`src/rtl/fetch_unit.sv`:
```
// fetch_unit: instruction fetch stage feeding operand fetch.
//
// Holds the architectural fetch PC and issues one word-aligned read to
// instruction memory at a time. The returned word is presented to operand
// fetch together with its PC. After each accept, fetching continues at
// PC+4 or at the redirect target. Accepting an instruction whose
// inst[31:27] equals HLT_OPCODE stops fetch until reset.
//
// Ports
//   clk, rst        rising-edge clock, synchronous active-high reset
//   imem_req        read request valid (held until imem_ready)
//   imem_addr       read address, always word-aligned
//   imem_ready      memory accepts the request this cycle
//   imem_rvalid     read data valid (only observed while waiting)
//   imem_rdata      read data
//   inst_valid      inst/PC valid to operand fetch
//   inst, PC        fetched instruction and its address
//   of_ready        operand fetch accepts inst this cycle
//   isBranchTaken   redirect request, sampled only on accept
//   branchPC        redirect target (low two bits dropped)
//   halted          halt instruction accepted; fetch stopped
//
// State    | meaning
// ---------+----------------------------------------------------------
// S_IDLE   | just out of reset; request issued on the next edge
// S_REQ    | imem_req high, waiting for imem_ready
// S_WAIT   | request accepted, waiting for imem_rvalid
// S_VALID  | instruction presented, waiting for of_ready
// S_HALT   | halt instruction accepted; terminal until rst

module fetch_unit #(
    parameter logic [31:0] RESET_PC   = 32'h0000_0000,
    parameter logic [4:0]  HLT_OPCODE = 5'b11111
) (
    input  logic        clk,
    input  logic        rst,
    output logic        imem_req,
    output logic [31:0] imem_addr,
    input  logic        imem_ready,
    input  logic        imem_rvalid,
    input  logic [31:0] imem_rdata,
    output logic        inst_valid,
    output logic [31:0] inst,
    output logic [31:0] PC,
    input  logic        of_ready,
    input  logic        isBranchTaken,
    input  logic [31:0] branchPC,
    output logic        halted
);

    localparam logic [31:0] RESET_PC_ALIGNED = {RESET_PC[31:2], 2'b00};

    typedef enum logic [2:0] {
        S_IDLE,
        S_REQ,
        S_WAIT,
        S_VALID,
        S_HALT
    } state_t;

    state_t      state;
    logic [31:0] fetch_pc;

    // Masking keeps every bit of branchPC in use while forcing alignment.
    logic [31:0] branch_aligned;
    assign branch_aligned = branchPC & ~32'h0000_0003;

    // The fetch address is simply the fetch PC; imem_req qualifies it.
    assign imem_addr = fetch_pc;

    always_ff @(posedge clk) begin
        if (rst) begin
            state      <= S_IDLE;
            fetch_pc   <= RESET_PC_ALIGNED;
            inst       <= 32'h0;
            PC         <= RESET_PC_ALIGNED;
            imem_req   <= 1'b0;
            inst_valid <= 1'b0;
            halted     <= 1'b0;
        end else begin
            case (state)
                S_IDLE: begin
                    state    <= S_REQ;
                    imem_req <= 1'b1;
                end
                S_REQ: begin
                    if (imem_ready) begin
                        state    <= S_WAIT;
                        imem_req <= 1'b0;
                    end
                end
                S_WAIT: begin
                    if (imem_rvalid) begin
                        inst       <= imem_rdata;
                        PC         <= fetch_pc;
                        inst_valid <= 1'b1;
                        state      <= S_VALID;
                    end
                end
                S_VALID: begin
                    if (inst_valid && of_ready) begin
                        inst_valid <= 1'b0;
                        if (inst[31:27] == HLT_OPCODE) begin
                            // Halt wins over any redirect; fetch_pc is left as is.
                            state  <= S_HALT;
                            halted <= 1'b1;
                        end else begin
                            fetch_pc <= isBranchTaken ? branch_aligned
                                                      : fetch_pc + 32'd4;
                            state    <= S_REQ;
                            imem_req <= 1'b1;
                        end
                    end
                end
                S_HALT: begin
                    imem_req   <= 1'b0;
                    inst_valid <= 1'b0;
                    halted     <= 1'b1;
                end
                default: begin
                    state      <= S_IDLE;
                    imem_req   <= 1'b0;
                    inst_valid <= 1'b0;
                    halted     <= 1'b0;
                end
            endcase
        end
    end

endmodule

```
`config.mk`:
```
export PLATFORM = sky130hd
export DESIGN_NAME = fetch_unit
export DESIGN_NICKNAME = d
export VERILOG_FILES = /design/src/rtl/fetch_unit.sv
export SDC_FILE = /design/constraint.sdc
export NUM_CORES = 1
export LEC_CHECK = 0
export CORE_AREA = 10 10 122 102
export DETAILED_ROUTE_END_ITERATION = 12
export DIE_AREA = 0 0 132 112
export HOLD_SLACK_MARGIN = 0.03
export PLACE_DENSITY = 0.8
export REMOVE_ABC_BUFFERS = 1
export SLEW_MARGIN = 20
export SYNTH_ARGS = -nofsm -noshare
export SYNTH_HDL_FRONTEND = slang
export SYNTH_SLANG_ARGS = --single-unit
```
`constraint.sdc`:
```
create_clock -name clk -period 2.6 [get_ports clk]
set_clock_uncertainty 0.1 [all_clocks]
set_input_delay 0.39 -clock clk [delete_from_list [all_inputs] [get_ports clk]]
set_output_delay 0.39 -clock clk [all_outputs]
set_load 0.01 [all_outputs]
```
==> After elaboration in Yosys (flattened, before gate mapping) <==
Cells that the tools add are included.
{ "op_classes": {"n_bitwise": 5, "addsub": 1, "eq_ne": 10, "reduce_logical": 10, "mux": 16} }
{ "ops": {"columns": ["op", "n"], "rows": [
  ["$add 32x3->32 const B", 1],
  ["$mux 32", 1],
  ["$pmux 3 s5", 1],
  ["$mux 3", 4],
  ["$ne 2x2->1 const B", 5],
  ["$reduce_and 3->1", 3],
  ["$reduce_and 4->1", 2],
  ["$mux 1", 7],
  ["$eq 3x2->1 const B", 2],
  ["$pmux 1 s3", 2],
  ["$eq 5x5->1 const B", 1],
  ["$not 1->1", 5],
  ["$pmux 1 s4", 1],
  ["$eq 3x1->1 const B", 1],
  ["$eq 3x3->1 const B", 1],
  ["$logic_not 3->1", 1],
  ["$reduce_or 3->1", 1],
  ["$reduce_and 2->1", 1],
  ["$reduce_or 2->1", 1],
  ["$logic_and 1x1->1", 1]
]} }
{ "word_totals": {"out_inout_bits": 99, "input_bits": 70, "register_bits": 102, "elab_cells": 49} }

==> Longest topological paths before layout <==
Gate-level depths: netlist of the first run.
{ "logic_depth": {"ltp_word": 4, "mapped_depth": 8, "mapped_depth_nobuf": 6} }

==> Worst setup path after synthesis of the first run <==
Ideal clock, no wire load.
{ "synth_timing": {"kind": "register to register", "start": "register fetch_pc[2], in the netlist imem_addr[2]", "end": "register fetch_pc[26], in the netlist imem_addr[26]", "arrival_time_ps": 1981, "n_path_buf": 0, "period_less_slack_ps": 2155, "setup_ps": 74, "stages_incl_launch_ff": 7, "required_ps": 2426, "slack_ps": 445, "path_cell_list": "dfxtp_1 ha_1 and4_1 nand3_1 or3_4 or4_1 a31oi_1"} }
{ "synth_between": {"elab_chain_cells": 2} }
{ "synth_lines": {"columns": ["element", "line_no", "text"], "rows": [
  ["start, declared", "62", "logic [31:0] fetch_pc;"],
  ["start signal, assigned", "108", "fetch_pc <= isBranchTaken ? branch_aligned"],
  ["$add 32x3->32", "109", ": fetch_pc + 32'd4;"],
  ["$mux 32", "108", null]
]} }
No other way between the ends.
A chain may end at the register's enable or synchronous reset.

==> Final worst setup path of the first run <==
Ends and elaborated chain as after synthesis.

==> results.tsv, run 1 <==
stage	metric	value	unit
run_status	run status	finished, final reports clean	
power	leakage power	2.14	nW
clock_network	source-to-sink clock delay at the later pin of the worst-skew pair	340	ps
route	wire length reported by the detailed router	14300	um
worst_setup_path	Critical Path Fanout Max	8	
worst_setup_path	kind of cell adding the most delay to the critical path	simple AND/OR/NAND/NOR gates	
global_route	number of global-route vias before repair	4465	
die	number of ports placed on the die boundary	169	
sta	unrepaired setup endpoints after global routing	false	
worst_setup_path	data arrival at the endpoint of the critical path	2510	ps
die	die height	112	um
clock_network	clock root cell	sky130_fd_sc_hd__clkbuf_16	
sta	setup TNS	0	ps
logic_synthesis	share of flip-flops with an asynchronous set or reset after synthesis	0	
sta	post-route minimum period	2340	ps
global_route	global-route total usage across every layer	0.187	
clock_network	buffer depth of the longest clock path	2	
clock_network	number of buffers added to fix hold violations after cts	0	
logic_synthesis	Cell variety after synth	52	
die	effective utilization at floorplan	0.432	
min_path	start point of the worst hold path	rst	
route	length of routed met3 wiring	1220	um
sta	Post-Route Hold Slack	315	ps
worst_setup_path	number of buffers and inverters on the critical path	0	
clock_network	number of H-tree levels	3	
global_route	overflow left after global routing	0	
cells_and_area	Antenna Cells	0	
logic_synthesis	combined area of all synthesized cells	0.00434	mm^2
worst_setup_path	slowest library cell on the worst path	sky130_fd_sc_hd__dfxtp_1	
logic_synthesis	synth top area cells	sky130_fd_sc_hd__dfxtp_1 (45%), sky130_fd_sc_hd__nand2_1 (13%), sky130_fd_sc_hd__a21oi_1 (9.9%), sky130_fd_sc_hd__clkbuf_1 (3.6%), sky130_fd_sc_hd__o21ai_0 (2.3%)	
clock_network	clk slew on worst S/H paths	60	ps
logic_synthesis	count leader, synth	sky130_fd_sc_hd__nand2_1	
route	wire per inst	16.7	um
sta	slew of the pin with the lowest slew margin	623	ps
logic_synthesis	Yosys warning count	0	
min_path	Min-Delay Endpoint	imem_addr[13]	
route	Met1 Routed Length	5890	um
logic_synthesis	register bit count reported by yosys	98	
sta	Final Cycle Share	0.902	
worst_setup_path	worst endpoint required time	2770	ps
route	number of remaining DRC errors	0	
logic_synthesis	Syn Inst Count	567	
worst_setup_path	Crit. End Element	flip-flop	
clock_network	Num CTS Buffers	9	
global_route	maximum number of pins on one net before global-route repair	52	
power	highest ir drop seen on vdd	355	uV
route	detailed-router iteration count before antenna repair	5	
die	standard-cell row count	33	
clock_network	clock tree from TritonCTS	built	
worst_setup_path	worst-case register-to-register setup slack	260	ps
placement	DP Wirelength	10500	um
sta	final setup vio count	0	
job	Max-cap violations	0	
logic_synthesis	count of flip-flops with a built-in enable after synthesis	0	
route	drt first-iter violations	491	
placement	placer congestion estimate	0.891	
route	Vias per Instance	5.41	
logic_synthesis	proportion of synthesized chip area in sequential cells	0.453	
clock_network	number of buffers inserted to repair setup after CTS	0	
global_route	initial antenna violation count	0	
power	power density of the placed cells	484	mW/mm^2
logic_synthesis	Primary FF master, synth	sky130_fd_sc_hd__dfxtp_1	
sta	max-slew violations	0	
worst_setup_path	worst-path cell chain	ha_1 > and4_1 > nand3_1 > or3_4 > or4_1 > a31oi_1	
logic_synthesis	library cell occupying the most area in the post-synthesis netlist	sky130_fd_sc_hd__dfxtp_1	
route	total number of vias	4623	
placement	Cell Area, Placed	0.00610	mm^2
worst_setup_path	kind of start point of the critical path	flip-flop	
die	die boundary width	132	um
clock_network	sink count of the clock tree	98	
logic_synthesis	share of the synthesized area in the top cell type	0.453	
route	antenna-violating nets left	0	
clock_network	Post-CTS Resized	0	
worst_setup_path	Critical R2R Capture	imem_addr[26]	
min_path	Hold Crit Depth	2	
worst_setup_path	maximum cell stage delay along the critical path	460	ps
sta	final hold violation count	0	
logic_synthesis	average size of a mapped cell	7.65	um^2
worst_setup_path	length in cells of the worst reg-to-reg path	6	
placement	IO Port Bufs	162	
placement	pre-CTS setup slack	133	ps
worst_setup_path	category of the most critical setup path	flip-flop to flip-flop	
route	WL met2	6970	um
worst_setup_path	startpoint of the worst register-to-register path	imem_addr[2]	
sta	worst setup margin	256	ps
cells_and_area	proportion of layout cells with a drive suffix above 1	0.0643	
sta	f_max	0.427	GHz
cells_and_area	final net count	781	
die	area of the die	0.0148	mm^2
die	Core Footprint	0.0100	mm^2
sta	relative max-transition margin	0.584	
route	highest metal layer used by the detailed router	met4	
min_path	worst min path class	primary input to flip-flop	
logic_synthesis	Synth top cells by count	sky130_fd_sc_hd__nand2_1 (153), sky130_fd_sc_hd__dfxtp_1 (98), sky130_fd_sc_hd__a21oi_1 (86)	
cells_and_area	area growth from synthesis to layout	47.4	%
global_route	global-route wire length before repair	23300	um
cells_and_area	area of all placed cells without fillers	0.00639	mm^2
-- power breakdown --
group / switching [mW] / internal, mW
Combinational: 0.128 / 0.154
Sequential: 0.0175 / 1.52
Clock: 0.546 / 0.725
Total: 0.691 / 2.40
-- cells by family after synthesis --
logic type,synth area share
flip-flops,0.453
multiplexers,0.00693
adder cells (fa/ha/maj),0.00289
AO/OA/AOI/OAI,0.239
other,0.000865
AND/OR/NAND/NOR,0.245
buffers and inverters,0.0531
-- sequential cells by signal (all words and copies together), names as in the netlist --
register    cells
state           3
inst_valid      1
imem_addr      30
halted          1
imem_req        1
inst           32
PC             30
-- layout by cell type (no fill, tap or decap), types with 5 or more instances in the layout --
| master | count |
|---|---|
| sky130_fd_sc_hd__a211oi_1 | 9 |
| sky130_fd_sc_hd__nand3_1 | 14 |
| sky130_fd_sc_hd__a31oi_1 | 9 |
| sky130_fd_sc_hd__nand4_1 | 5 |
| sky130_fd_sc_hd__nor3_1 | 7 |
| sky130_fd_sc_hd__clkbuf_16 | 9 |
| sky130_fd_sc_hd__nand2_1 | 153 |
| sky130_fd_sc_hd__clkdlybuf4s50_1 | 160 |
| sky130_fd_sc_hd__o21ai_0 | 20 |
| sky130_fd_sc_hd__buf_4 | 17 |
| sky130_fd_sc_hd__and3_1 | 6 |
| sky130_fd_sc_hd__o31ai_1 | 7 |
| sky130_fd_sc_hd__a22oi_1 | 5 |
| sky130_fd_sc_hd__nor2_1 | 26 |
| sky130_fd_sc_hd__a32o_1 | 5 |
| sky130_fd_sc_hd__a21oi_1 | 86 |
| sky130_fd_sc_hd__dfxtp_1 | 98 |
| sky130_fd_sc_hd__and4_1 | 8 |
-- stage by stage --
stage | util | std cells | power, mW
final | 0.637 | 855 | 3.09
after global routing | 0.637 | 855 | 3.21
after CTS | 0.637 | 855 | 3.13
after detailed placement | 0.608 | 839 | 1.85
after global placement | 0.608 | 839 | 1.85
after floorplan | - | 518 | 1.65
-- routing by layer --
| layer | GRT usage | vias to the layer above |
|---|---|---|
| li1 | - | 2263 |
| met1 | 0.215 | 2160 |
| met2 | 0.319 | 182 |
| met3 | 0.0692 | 18 |
| met4 | 0.0503 | 0 |
| met5 | 0 | - |
-- worst max-delay path by stage --
stage / startpoint / to / slack, ps / cells after the start
detailed placement: of_ready / imem_addr[2] / 130 / 6
global route: imem_addr[2] / imem_addr[26] / 160 / 6
floorplan: state[1] / PC[10] / -1460 / 4
CTS: imem_addr[2] / imem_addr[26] / 270 / 6
global placement: of_ready / imem_addr[2] / 170 / 6
finish: imem_addr[2] / imem_addr[26] / 260 / 6
-- area by class of cell --
class                      count  area [um^2]
fill                         893         3640
multi-input combinational    416         2170
sequential                    98         1960
timing repair buffer         181         1780
clock buffer                  14          274
tap                          140          175
inverter                       4         15.0
clock inverter                 2         10.0
Power figures use the tool's default switching activity.
==> inputs of run 2 (changes only) <==
--- a/config.mk
+++ b/config.mk
@@ -11,7 +11,6 @@
 export HOLD_SLACK_MARGIN = 0.03
 export PLACE_DENSITY = 0.8
 export REMOVE_ABC_BUFFERS = 1
-export SLEW_MARGIN = 20
 export SYNTH_ARGS = -nofsm -noshare
 export SYNTH_HDL_FRONTEND = slang
 export SYNTH_SLANG_ARGS = --single-unit
==> results of run 2 <==
No change in the layout: final DEF, timing and power equal those of run 1.
